`src/rtl/seq_scan_pkg.sv`:
```
// Shared types and constants for the sequence-scan controller and its hit qualifier.
// The response struct widths fix the controller's HW/LW parameters.
package seq_scan_pkg;

  localparam int unsigned MaxDetLat = 4;
  localparam int unsigned DrainW    = $clog2(MaxDetLat + 1);

  localparam int unsigned PatW = 3;
  localparam int unsigned HitW = 4;
  localparam int unsigned LenW = 8;

  typedef enum logic [1:0] {
    StIdle,
    StFlush,
    StRun,
    StResp
  } scan_state_e;

  typedef struct packed {
    logic            hit;
    logic            abort;
    logic [HitW-1:0] count;
    logic [LenW-1:0] bits;
  } scan_rsp_t;

  function automatic scan_rsp_t make_rsp(input logic            hit,
                                         input logic            abort,
                                         input logic [HitW-1:0] count,
                                         input logic [LenW-1:0] bits);
    scan_rsp_t r;
    r.hit   = hit;
    r.abort = abort;
    r.count = count;
    r.bits  = bits;
    return r;
  endfunction

endpackage

```
`src/rtl/seq_scan_qual.sv`:
```
// Hit qualifier: delays the "enough history" flag to line up with det_valid, then keeps a
// saturating count of the detector hits that survive qualification.
module seq_scan_qual #(
  parameter int unsigned HW      = 4,
  parameter int unsigned DET_LAT = 1
) (
  input  logic          clk,
  input  logic          reset,
  input  logic          clear,
  input  logic          count_en,
  input  logic          flag,
  input  logic          det_valid,
  output logic [HW-1:0] hit_count,
  output logic [HW-1:0] hit_next
);

  logic [DET_LAT-1:0] flag_pipe;
  logic               hit_qual;

  if (DET_LAT == 1) begin : g_pipe_one
    always_ff @(posedge clk) begin
      if (reset || clear) begin
        flag_pipe <= '0;
      end else begin
        flag_pipe <= flag;
      end
    end
  end else begin : g_pipe_deep
    always_ff @(posedge clk) begin
      if (reset || clear) begin
        flag_pipe <= '0;
      end else begin
        flag_pipe <= {flag_pipe[DET_LAT-2:0], flag};
      end
    end
  end

  assign hit_qual = det_valid && flag_pipe[DET_LAT-1];

  // Saturate instead of wrapping so a long budget never under-reports.
  assign hit_next = (count_en && hit_qual && (hit_count != '1)) ? hit_count + HW'(1)
                                                                : hit_count;

  always_ff @(posedge clk) begin
    if (reset || clear) begin
      hit_count <= '0;
    end else begin
      hit_count <= hit_next;
    end
  end

endmodule

```
`src/rtl/seq_scan_ctrl.sv`:
```
// Command-driven controller that loads, flushes and feeds an external serial sequence detector,
// counting qualified hits until the target, the bit budget or an abort ends the scan.
module seq_scan_ctrl
  import seq_scan_pkg::*;
#(
  parameter int unsigned N       = PatW,
  parameter int unsigned HW      = HitW,
  parameter int unsigned LW      = LenW,
  parameter int unsigned DET_LAT = 1
) (
  input  logic          clk,
  input  logic          reset,
  input  logic          cmd_valid,
  output logic          cmd_ready,
  input  logic [N-1:0]  cmd_seq,
  input  logic [HW-1:0] cmd_hits,
  input  logic [LW-1:0] cmd_len,
  input  logic          abort,
  input  logic          bit_in,
  output logic          det_a,
  output logic [N-1:0]  det_seq,
  output logic          det_reset_n,
  input  logic          det_valid,
  output logic          rsp_valid,
  input  logic          rsp_ready,
  output logic          rsp_hit,
  output logic          rsp_abort,
  output logic [HW-1:0] rsp_count,
  output logic [LW-1:0] rsp_bits
);

  scan_state_e       state_q;
  logic [HW-1:0]     hits_q;
  logic [LW-1:0]     len_q;
  logic [LW-1:0]     bit_count_q;
  logic [DrainW-1:0] drain_q;
  scan_rsp_t         rsp_q;

  logic          in_run;
  logic          consuming;
  logic          qual_flag;
  logic          target_hit;
  logic          drain_done;
  logic [HW-1:0] hit_count;
  logic [HW-1:0] hit_next;

  assign in_run    = (state_q == StRun);
  assign consuming = (bit_count_q < len_q);
  // A hit only counts if the bit that produced it had N-1 real bits before it.
  assign qual_flag = in_run && consuming && (bit_count_q >= LW'(N - 1));

  assign target_hit = (hits_q != '0) && (hit_next == hits_q);
  assign drain_done = !consuming && (drain_q == DrainW'(DET_LAT - 1));

  seq_scan_qual #(
    .HW      (HW),
    .DET_LAT (DET_LAT)
  ) u_qual (
    .clk       (clk),
    .reset     (reset),
    .clear     (state_q == StFlush),
    .count_en  (in_run),
    .flag      (qual_flag),
    .det_valid (det_valid),
    .hit_count (hit_count),
    .hit_next  (hit_next)
  );

  always_ff @(posedge clk) begin
    if (reset) begin
      state_q     <= StIdle;
      cmd_ready   <= 1'b1;
      det_reset_n <= 1'b0;
      det_seq     <= '0;
      det_a       <= 1'b0;
      hits_q      <= '0;
      len_q       <= '0;
      bit_count_q <= '0;
      drain_q     <= '0;
      rsp_valid   <= 1'b0;
      rsp_q       <= '0;
    end else begin
      det_a <= bit_in;
      unique case (state_q)
        StIdle: begin
          if (cmd_valid && cmd_ready) begin
            cmd_ready <= 1'b0;
            det_seq   <= cmd_seq;
            hits_q    <= cmd_hits;
            len_q     <= cmd_len;
            if (cmd_len == '0) begin
              state_q   <= StResp;
              rsp_valid <= 1'b1;
              rsp_q     <= make_rsp(1'b0, 1'b0, '0, '0);
            end else begin
              state_q <= StFlush;
            end
          end
        end

        StFlush: begin
          bit_count_q <= '0;
          drain_q     <= '0;
          det_reset_n <= 1'b1;
          state_q     <= StRun;
        end

        StRun: begin
          if (abort) begin
            state_q     <= StResp;
            det_reset_n <= 1'b0;
            rsp_valid   <= 1'b1;
            rsp_q       <= make_rsp(1'b0, 1'b1, hit_next, bit_count_q);
          end else if (target_hit) begin
            state_q     <= StResp;
            det_reset_n <= 1'b0;
            rsp_valid   <= 1'b1;
            rsp_q       <= make_rsp(1'b1, 1'b0, hit_next, bit_count_q);
          end else if (!consuming) begin
            // Budget spent: wait out the detector latency so late hits are still seen.
            if (drain_done) begin
              state_q     <= StResp;
              det_reset_n <= 1'b0;
              rsp_valid   <= 1'b1;
              rsp_q       <= make_rsp(1'b0, 1'b0, hit_next, bit_count_q);
            end else begin
              drain_q <= drain_q + DrainW'(1);
            end
          end else begin
            bit_count_q <= bit_count_q + LW'(1);
          end
        end

        StResp: begin
          if (rsp_ready) begin
            state_q   <= StIdle;
            rsp_valid <= 1'b0;
            cmd_ready <= 1'b1;
          end
        end

        default: begin
          state_q <= StIdle;
        end
      endcase
    end
  end

  assign rsp_hit   = rsp_q.hit;
  assign rsp_abort = rsp_q.abort;
  assign rsp_count = rsp_q.count;
  assign rsp_bits  = rsp_q.bits;

endmodule

```
`config.mk`:
```
export PLATFORM = sky130hd
export DESIGN_NAME = seq_scan_ctrl
export DESIGN_NICKNAME = d
export VERILOG_FILES = /design/src/rtl/seq_scan_pkg.sv /design/src/rtl/seq_scan_qual.sv /design/src/rtl/seq_scan_ctrl.sv
export SDC_FILE = /design/constraint.sdc
export NUM_CORES = 1
export LEC_CHECK = 0
export CAP_MARGIN = 20
export CORE_MARGIN = 2
export CORE_UTILIZATION = 40
export CTS_CLUSTER_SIZE = 16
export DETAILED_ROUTE_END_ITERATION = 10
export PLACE_DENSITY = 0.74
export SETUP_SLACK_MARGIN = 0.2
export SYNTH_ARGS = -nofsm -noshare
export SYNTH_HDL_FRONTEND = slang
export SYNTH_SLANG_ARGS = --single-unit
```
`constraint.sdc`:
```
create_clock -name clk -period 3.7 [get_ports clk]
set_input_delay 0.37 -clock clk [delete_from_list [all_inputs] [get_ports clk]]
set_output_delay 0.37 -clock clk [all_outputs]
set_load 0.05 [all_outputs]
```
## Word-level counts from Yosys, hierarchy flattened

Cells that the tools add are included.

- Register bits: 51
- Input port bits: 22
- Output and inout bits: 21
- Logic and storage cells: 103

- Add/sub/neg operators: 3
- Magnitude comparators: 2
- Equal/unequal tests: 15
- Muxes and demuxes: 41
- Reductions and logical operators: 26

Operators with widths:

| kind | count |
|---|---|
| two-way mux 14 bit | 6 |
| one-hot mux 14 bit (2 select lines) | 1 |
| two-way mux 8 bit | 3 |
| one-hot mux 8 bit (2 select lines) | 1 |
| two-way mux 2 bit | 7 |
| inequality test 2 bit (second input constant) | 7 |
| two-way mux 1 bit | 13 |
| two-way mux 3 bit | 4 |
| AND reduction 5 bit | 2 |
| adder 8 x 1 -> 8 bit (second input constant) | 1 |
| >= comparator 8 x 2 -> 1 bit (second input constant) | 1 |
| logical AND 1 bit | 8 |
| zero test 8 bit | 1 |
| < comparator 8 bit | 1 |
| one-hot mux 2 bit (4 select lines) | 1 |
| AND reduction 4 bit | 2 |
| one-hot mux 3 bit (2 select lines) | 1 |
| AND reduction 3 bit | 2 |
| AND reduction 6 bit | 1 |
| nonzero test 2 bit | 3 |
| adder 4 x 1 -> 4 bit (second input constant) | 1 |
| == test 2 bit (second input constant) | 2 |
| == test 4 bit | 1 |
| two-way mux 4 bit | 1 |
| other kinds (15) | 16 |

## Depth between registers and ports, before layout

- Word-level depth: 9
- Depth in mapped cells: 11
- Mapped depth without buffers: 9

## By module

Synthesis repeated with hierarchy kept, for this count alone.

- Cell total of the unflattened synthesis: 313
- Area total of the unflattened synthesis: 2,612.5 µm²

Modules (own cells, without submodules):

| module | instances | cells an instance | area an instance (µm²) | sequential area each (µm²) |
|---|---|---|---|---|
| seq_scan_ctrl | 1 | 284 | 2,319.7 | 920.9 |
| seq_scan_qual | 1 | 29 | 292.8 | 100.1 |

## Worst setup path before layout

OpenSTA, ideal clock, no wires.

- Path kind: register to register
- Start: register state_q[0]
- End: register bit_count_q[1]
- Setup time: 0.088 ns
- Data arrival time: 2.462 ns
- Required time: 3.612 ns
- Slack: 1.150 ns
- Stages on the path, launching flop included: 12
- Path buffers: 2
- Period minus slack after synthesis: 2.550 ns
- Cells stage by stage: dfxtp_1 > inv_1 > ha_1 > buf_6 > nand3_4 > or4_1 > a211o_1 > a211oi_4 > o21a_1 > buf_4 > nor2_1 > o32ai_2

- Word-level cells in the longest chain between the ends: 8
- Elaborated cells on any way between the ends: 13
- Classes of those cells: eq/ne (6); mux (2); reduce/logical (5)

RTL lines:

| what | line | source |
|---|---|---|
| from (decl) | seq_scan_ctrl.sv:32 | `scan_state_e state_q;` |
| from (signal assigned) | seq_scan_ctrl.sv:71 | `state_q <= StIdle;` |
| from (signal assigned) | seq_scan_ctrl.sv:92 | `state_q <= StResp;` |
| from (signal assigned) | seq_scan_ctrl.sv:96 | `state_q <= StFlush;` |
| == test 2 bit | seq_scan_ctrl.sv:47, seq_scan_ctrl.sv:84 |  |
| logical AND 1 bit (2 in series) | seq_scan_qual.sv:41 | `assign hit_next = (count_en && hit_qual && (hit_count != '1)) ? hit_count + HW'(1)` |
| two-way mux 4 bit | seq_scan_qual.sv:41 |  |
| == test 4 bit | seq_scan_ctrl.sv:52 | `assign target_hit = (hits_q != '0) && (hit_next == hits_q);` |
| logical AND 1 bit | seq_scan_ctrl.sv:52 |  |
| inequality test 2 bit (no source line) | - |  |
| AND reduction 4 bit (no source line) | - |  |
| to (signal assigned) | seq_scan_ctrl.sv:130 | `bit_count_q <= bit_count_q + LW'(1);` |
| to (decl) | seq_scan_ctrl.sv:35 | `logic [LW-1:0] bit_count_q;` |

Several ways; a longest one is shown, not always the timed one.
A chain may end at the register's enable or synchronous reset.

## Worst setup path after layout

- Start: register state_q[0]
- End: register rsp_q (netlist bit rsp_count[2])

- Word-level cells in the longest chain between the ends: 9
- Elaborated cells on any way between the ends: 18
- Classes of those cells: eq/ne (6); mux (6); reduce/logical (6)

RTL lines:

| what | line | source |
|---|---|---|
| == test 2 bit | seq_scan_ctrl.sv:47, seq_scan_ctrl.sv:84 |  |
| logical AND 1 bit (2 in series) | seq_scan_qual.sv:41 |  |
| two-way mux 4 bit | seq_scan_qual.sv:41 |  |
| == test 4 bit / two-way mux 14 bit (equally long branches) | seq_scan_ctrl.sv:52, seq_scan_ctrl.sv:121 |  |
| logical AND 1 bit / two-way mux 14 bit (equally long branches) | seq_scan_ctrl.sv:52, seq_scan_ctrl.sv:119 |  |
| two-way mux 14 bit | seq_scan_ctrl.sv:114 | `end else if (target_hit) begin` |
| two-way mux 14 bit | seq_scan_ctrl.sv:109 | `if (abort) begin` |
| one-hot mux 14 bit (2 select lines) | seq_scan_ctrl.sv:84 | `unique case (state_q)` |
| to (signal assigned) | seq_scan_ctrl.sv:94 | `rsp_q <= make_rsp(1'b0, 1'b0, '0, '0);` |
| to (signal assigned) | seq_scan_ctrl.sv:113 | `rsp_q <= make_rsp(1'b0, 1'b1, hit_next, bit_count_q);` |
| to (signal assigned) | seq_scan_ctrl.sv:118 | `rsp_q <= make_rsp(1'b1, 1'b0, hit_next, bit_count_q);` |
| to (decl) | seq_scan_ctrl.sv:37 | `scan_rsp_t rsp_q;` |

Several ways; a longest one is shown, not always the timed one. The select of a mux whose other input is x is not followed.

==> flow_summary.toml <==
[power_and_ir_drop]
combPwrFrac_pct = 36.1
p_leak_nw = 1.111
power_mw = 1.495
sw_frac_of_total_pct = 38.48
internal-power_mw = 0.9199
pwr-share-clk_pct = 21.3
seq_power_share_pct = 42.6
p_switching_mw = 0.5754
ir_worst_vdd_mv = 0.3310
power_density_mw_per_mm2 = 476.1

[critical_path]
slowest_delay_ns = 0.52
cp_cell_sequence = "inv_1 -> ha_1 -> nand3_4 -> or4_1 -> a211o_1 -> a211oi_4 -> o21ai_2 -> or3_1 -> a21oi_1"
crit_slowest_cell = "or4_1"
startpoint_type = "flop"
worst_setup_path_end_kind = "flop"
crit_type = "reg -> reg"
critPathArrivalTime_ns = 3.25
cp_max_fo = 25
required_ns = 3.94

[timing]
fmax_mhz = 332.4
drv_slew = 0
whs_ns = 0.4582
tightest_slew_ns = 0.9146
period_share_pct = 81.31
relSlewSlack_pct = 39.02
setup_violations = 0
setup_tns_ns = 0
post-route-min-period_ns = 3.009
hold_viol = 0
rsz0062_at_grt = "false"
clock_skew_ns = 0.009846

[synth]
syn_inst = 312
avgSynthCellArea_um2 = 8.297
netlist_area_mm2 = 0.002589
syn_nets = 351
synth_top_area_share_pct = 39.44
yosysMostFrequentCell = "dfxtp_1"
synth.yosys.seq_area_share_pct = 39.44
synth_cell_types = 47
synth-edff-count = 0
yosys-top-cells-area = "dfxtp_1 39%, ha_1 8.2%, nand2_1 6.8%"
synth_top_area_cell = "dfxtp_1"
synth.ff_latch_count = 51
ys_warn_count = 0
yosys_most_used_dff = "dfxtp_1"
async_flop_share_pct = 0
yosys-top-cells-count = "51 x dfxtp_1, 47 x nand2_1, 29 x a21oi_1"

[die]
std_cell_rows = 29
io_pins = 43
coreArea_mm2 = 0.006314
die_y_um = 84.45
dieArea_mm2 = 0.007131
die_x_um = 84.45
initial_core_util_pct = 41.00

[routing]
routed_wl_um = 5802
antenna_left = 0
first_pass_iters = 4
routed_via_density = 5.363
drt_iter0_markers = 203
vias = 2290
wl_per_cell_um = 13.59
remaining_drc_errors = 0

[clock_network]
numCtsBuffers = 5
postCtsSetupRepairBufs = 0
cts_tree = "built"
root_buffer = "clkbuf_8"
postCtsHoldBufs = 0
ctsResizeCount = 0
h-tree-depth = 2
clkLatencyLatePin_ns = 0.31
clkSlewWorstSetupHoldPaths_ns = 0.10
clk_path_buf_depth = 2
clock_sinks = 51

[finish]
instances_no_fill = 427
diodes = 0
nNetsFinal = 388
drive_gt1_share_pct = 4.000
synthToLayoutAreaGrowth_pct = 21.31

[grt]
grt_use_total_pct = 17.16
grt_overflow = 0
top_usage_layer = "met2"
grt_pass1_vias = 2175
grt_max_degree = 47
grt_use_met2_pct = 27.27
use_met1_pct = 23.55
antenna_found_initial = 0
grt_pass1_wl_um = 10090
grt_util_met3_pct = 3.736

[min_path]
hp-class = "reg -> reg"

[placement]
place_hpwl_um = 4216
dpl.cell_count = 419
io_buffers = 42
place.gp.congestion = 0.7981

[job]
max_cap_violations = 0

[status]
status = "finished clean"
[layout make-up]
class	instances	area [um2]
clock inverter	2	12.51
fill	642	3173
timing repair buffer	44	435.4
multi-input combinational	230	1439
tap	77	96.34
sequential	51	1021
clock buffer	6	72.57
inverter	17	63.81
[registers in the layout (all words and copies together) (netlist names), 2 cells and up]
signal and count:
det_seq 3, rsp_bits 8, hits_q 4, rsp_count 4, state_q 2, u_qual.hit_count 4, bit_count_q 8, len_q 8
drain_q 3
[path summary, 6_finish.rpt]
check                               start                         to  slack [ns]  depth (start not counted)
setup reg to reg  state_q[0]$_SDFFE_PP0P_  rsp_count[2]$_SDFFE_PP0P_        0.69                          9
hold / removal      len_q[5]$_SDFFE_PP0P_      len_q[5]$_SDFFE_PP0P_        0.46                          2
setup / recovery  state_q[0]$_SDFFE_PP0P_  rsp_count[2]$_SDFFE_PP0P_        0.69                          9
hold reg to reg     len_q[5]$_SDFFE_PP0P_      len_q[5]$_SDFFE_PP0P_        0.46                          2
[stage by stage]
| step | area, um2 | util [%] | setup slack, ns |
|---|---|---|---|
| final | 3141 | 49.74 | 0.6915 |
| after global routing | 3141 | 49.74 | 0.4276 |
| after CTS | 3141 | 49.74 | 0.6879 |
| after detailed placement | 3055 | 48.39 | 0.5461 |
| after global placement | 3055 | 48.39 | 0.5777 |
| after floorplan | 2589 | - | 1.150 |
[metal layers]
layer / wire length (um) / share of wire, % / vias to the layer above
met4: 65 / 1.1 / 0
met5: 0 / 0 / -
li1: - / - / 1180
met1: 2880 / 50 / 1049
met3: 263 / 4.5 / 5
met2: 2593 / 45 / 56
[cell families after synthesis]
logic type | count (synthesis) | synth area share, %
flip-flops | 51 | 39.44
AO/OA/AOI/OAI | 75 | 18.80
XOR/XNOR | 3 | 1.015
buffers and inverters | 31 | 4.978
AND/OR/NAND/NOR | 131 | 26.00
adder cells (fa/ha/maj) | 17 | 8.216
multiplexers | 4 | 1.547
[power by group through the flow]
stage	combinational (mW)	sequential [mW]	clock [mW]
2_1_floorplan	0.354	0.696	0
3_3_place_gp	0.528	0.648	0
3_5_place_dp	0.536	0.650	0
4_1_cts	0.541	0.637	0.329
5_1_grt	0.600	0.645	0.347
6_report	0.540	0.637	0.319
[critical path: cells and delay by family, from the launching register on]
family	cells	cell delay (ns)
buf+inv	1	0.11
simple gates	3	1.05
fa+ha+maj	1	0.26
flops	1	0.35
compound gates	4	1.16
[placed cells by master (no fill, tap or decap), types with 2 or more instances in the layout]
| master | Yosys | final |
|---|---|---|
| a21o_1 | 2 | 2 |
| and3_1 | 3 | 3 |
| nand3_1 | 9 | 9 |
| nand2b_1 | 7 | 7 |
| clkdlybuf4s50_1 | 0 | 42 |
| a211o_1 | 3 | 3 |
| dfxtp_1 | 51 | 51 |
| ha_1 | 17 | 17 |
| nor2_1 | 18 | 18 |
| or4_1 | 6 | 6 |
| nand3b_1 | 10 | 10 |
| buf_4 | 1 | 2 |
| a21oi_1 | 29 | 29 |
| nand4_1 | 7 | 7 |
| nor4_1 | 4 | 4 |
| o21ai_0 | 15 | 15 |
| nor3_1 | 5 | 5 |
| o21a_1 | 2 | 2 |
| inv_1 | 17 | 17 |
| o31ai_1 | 7 | 7 |
| nand2_1 | 47 | 47 |
| nor2b_1 | 4 | 4 |
| mux2i_1 | 4 | 4 |
| xnor2_1 | 2 | 2 |
| a211oi_1 | 4 | 4 |
| o211ai_1 | 2 | 2 |
| clkbuf_8 | 0 | 5 |
| or3_1 | 6 | 6 |
Note: power is estimated with default switching activity, not from simulation.
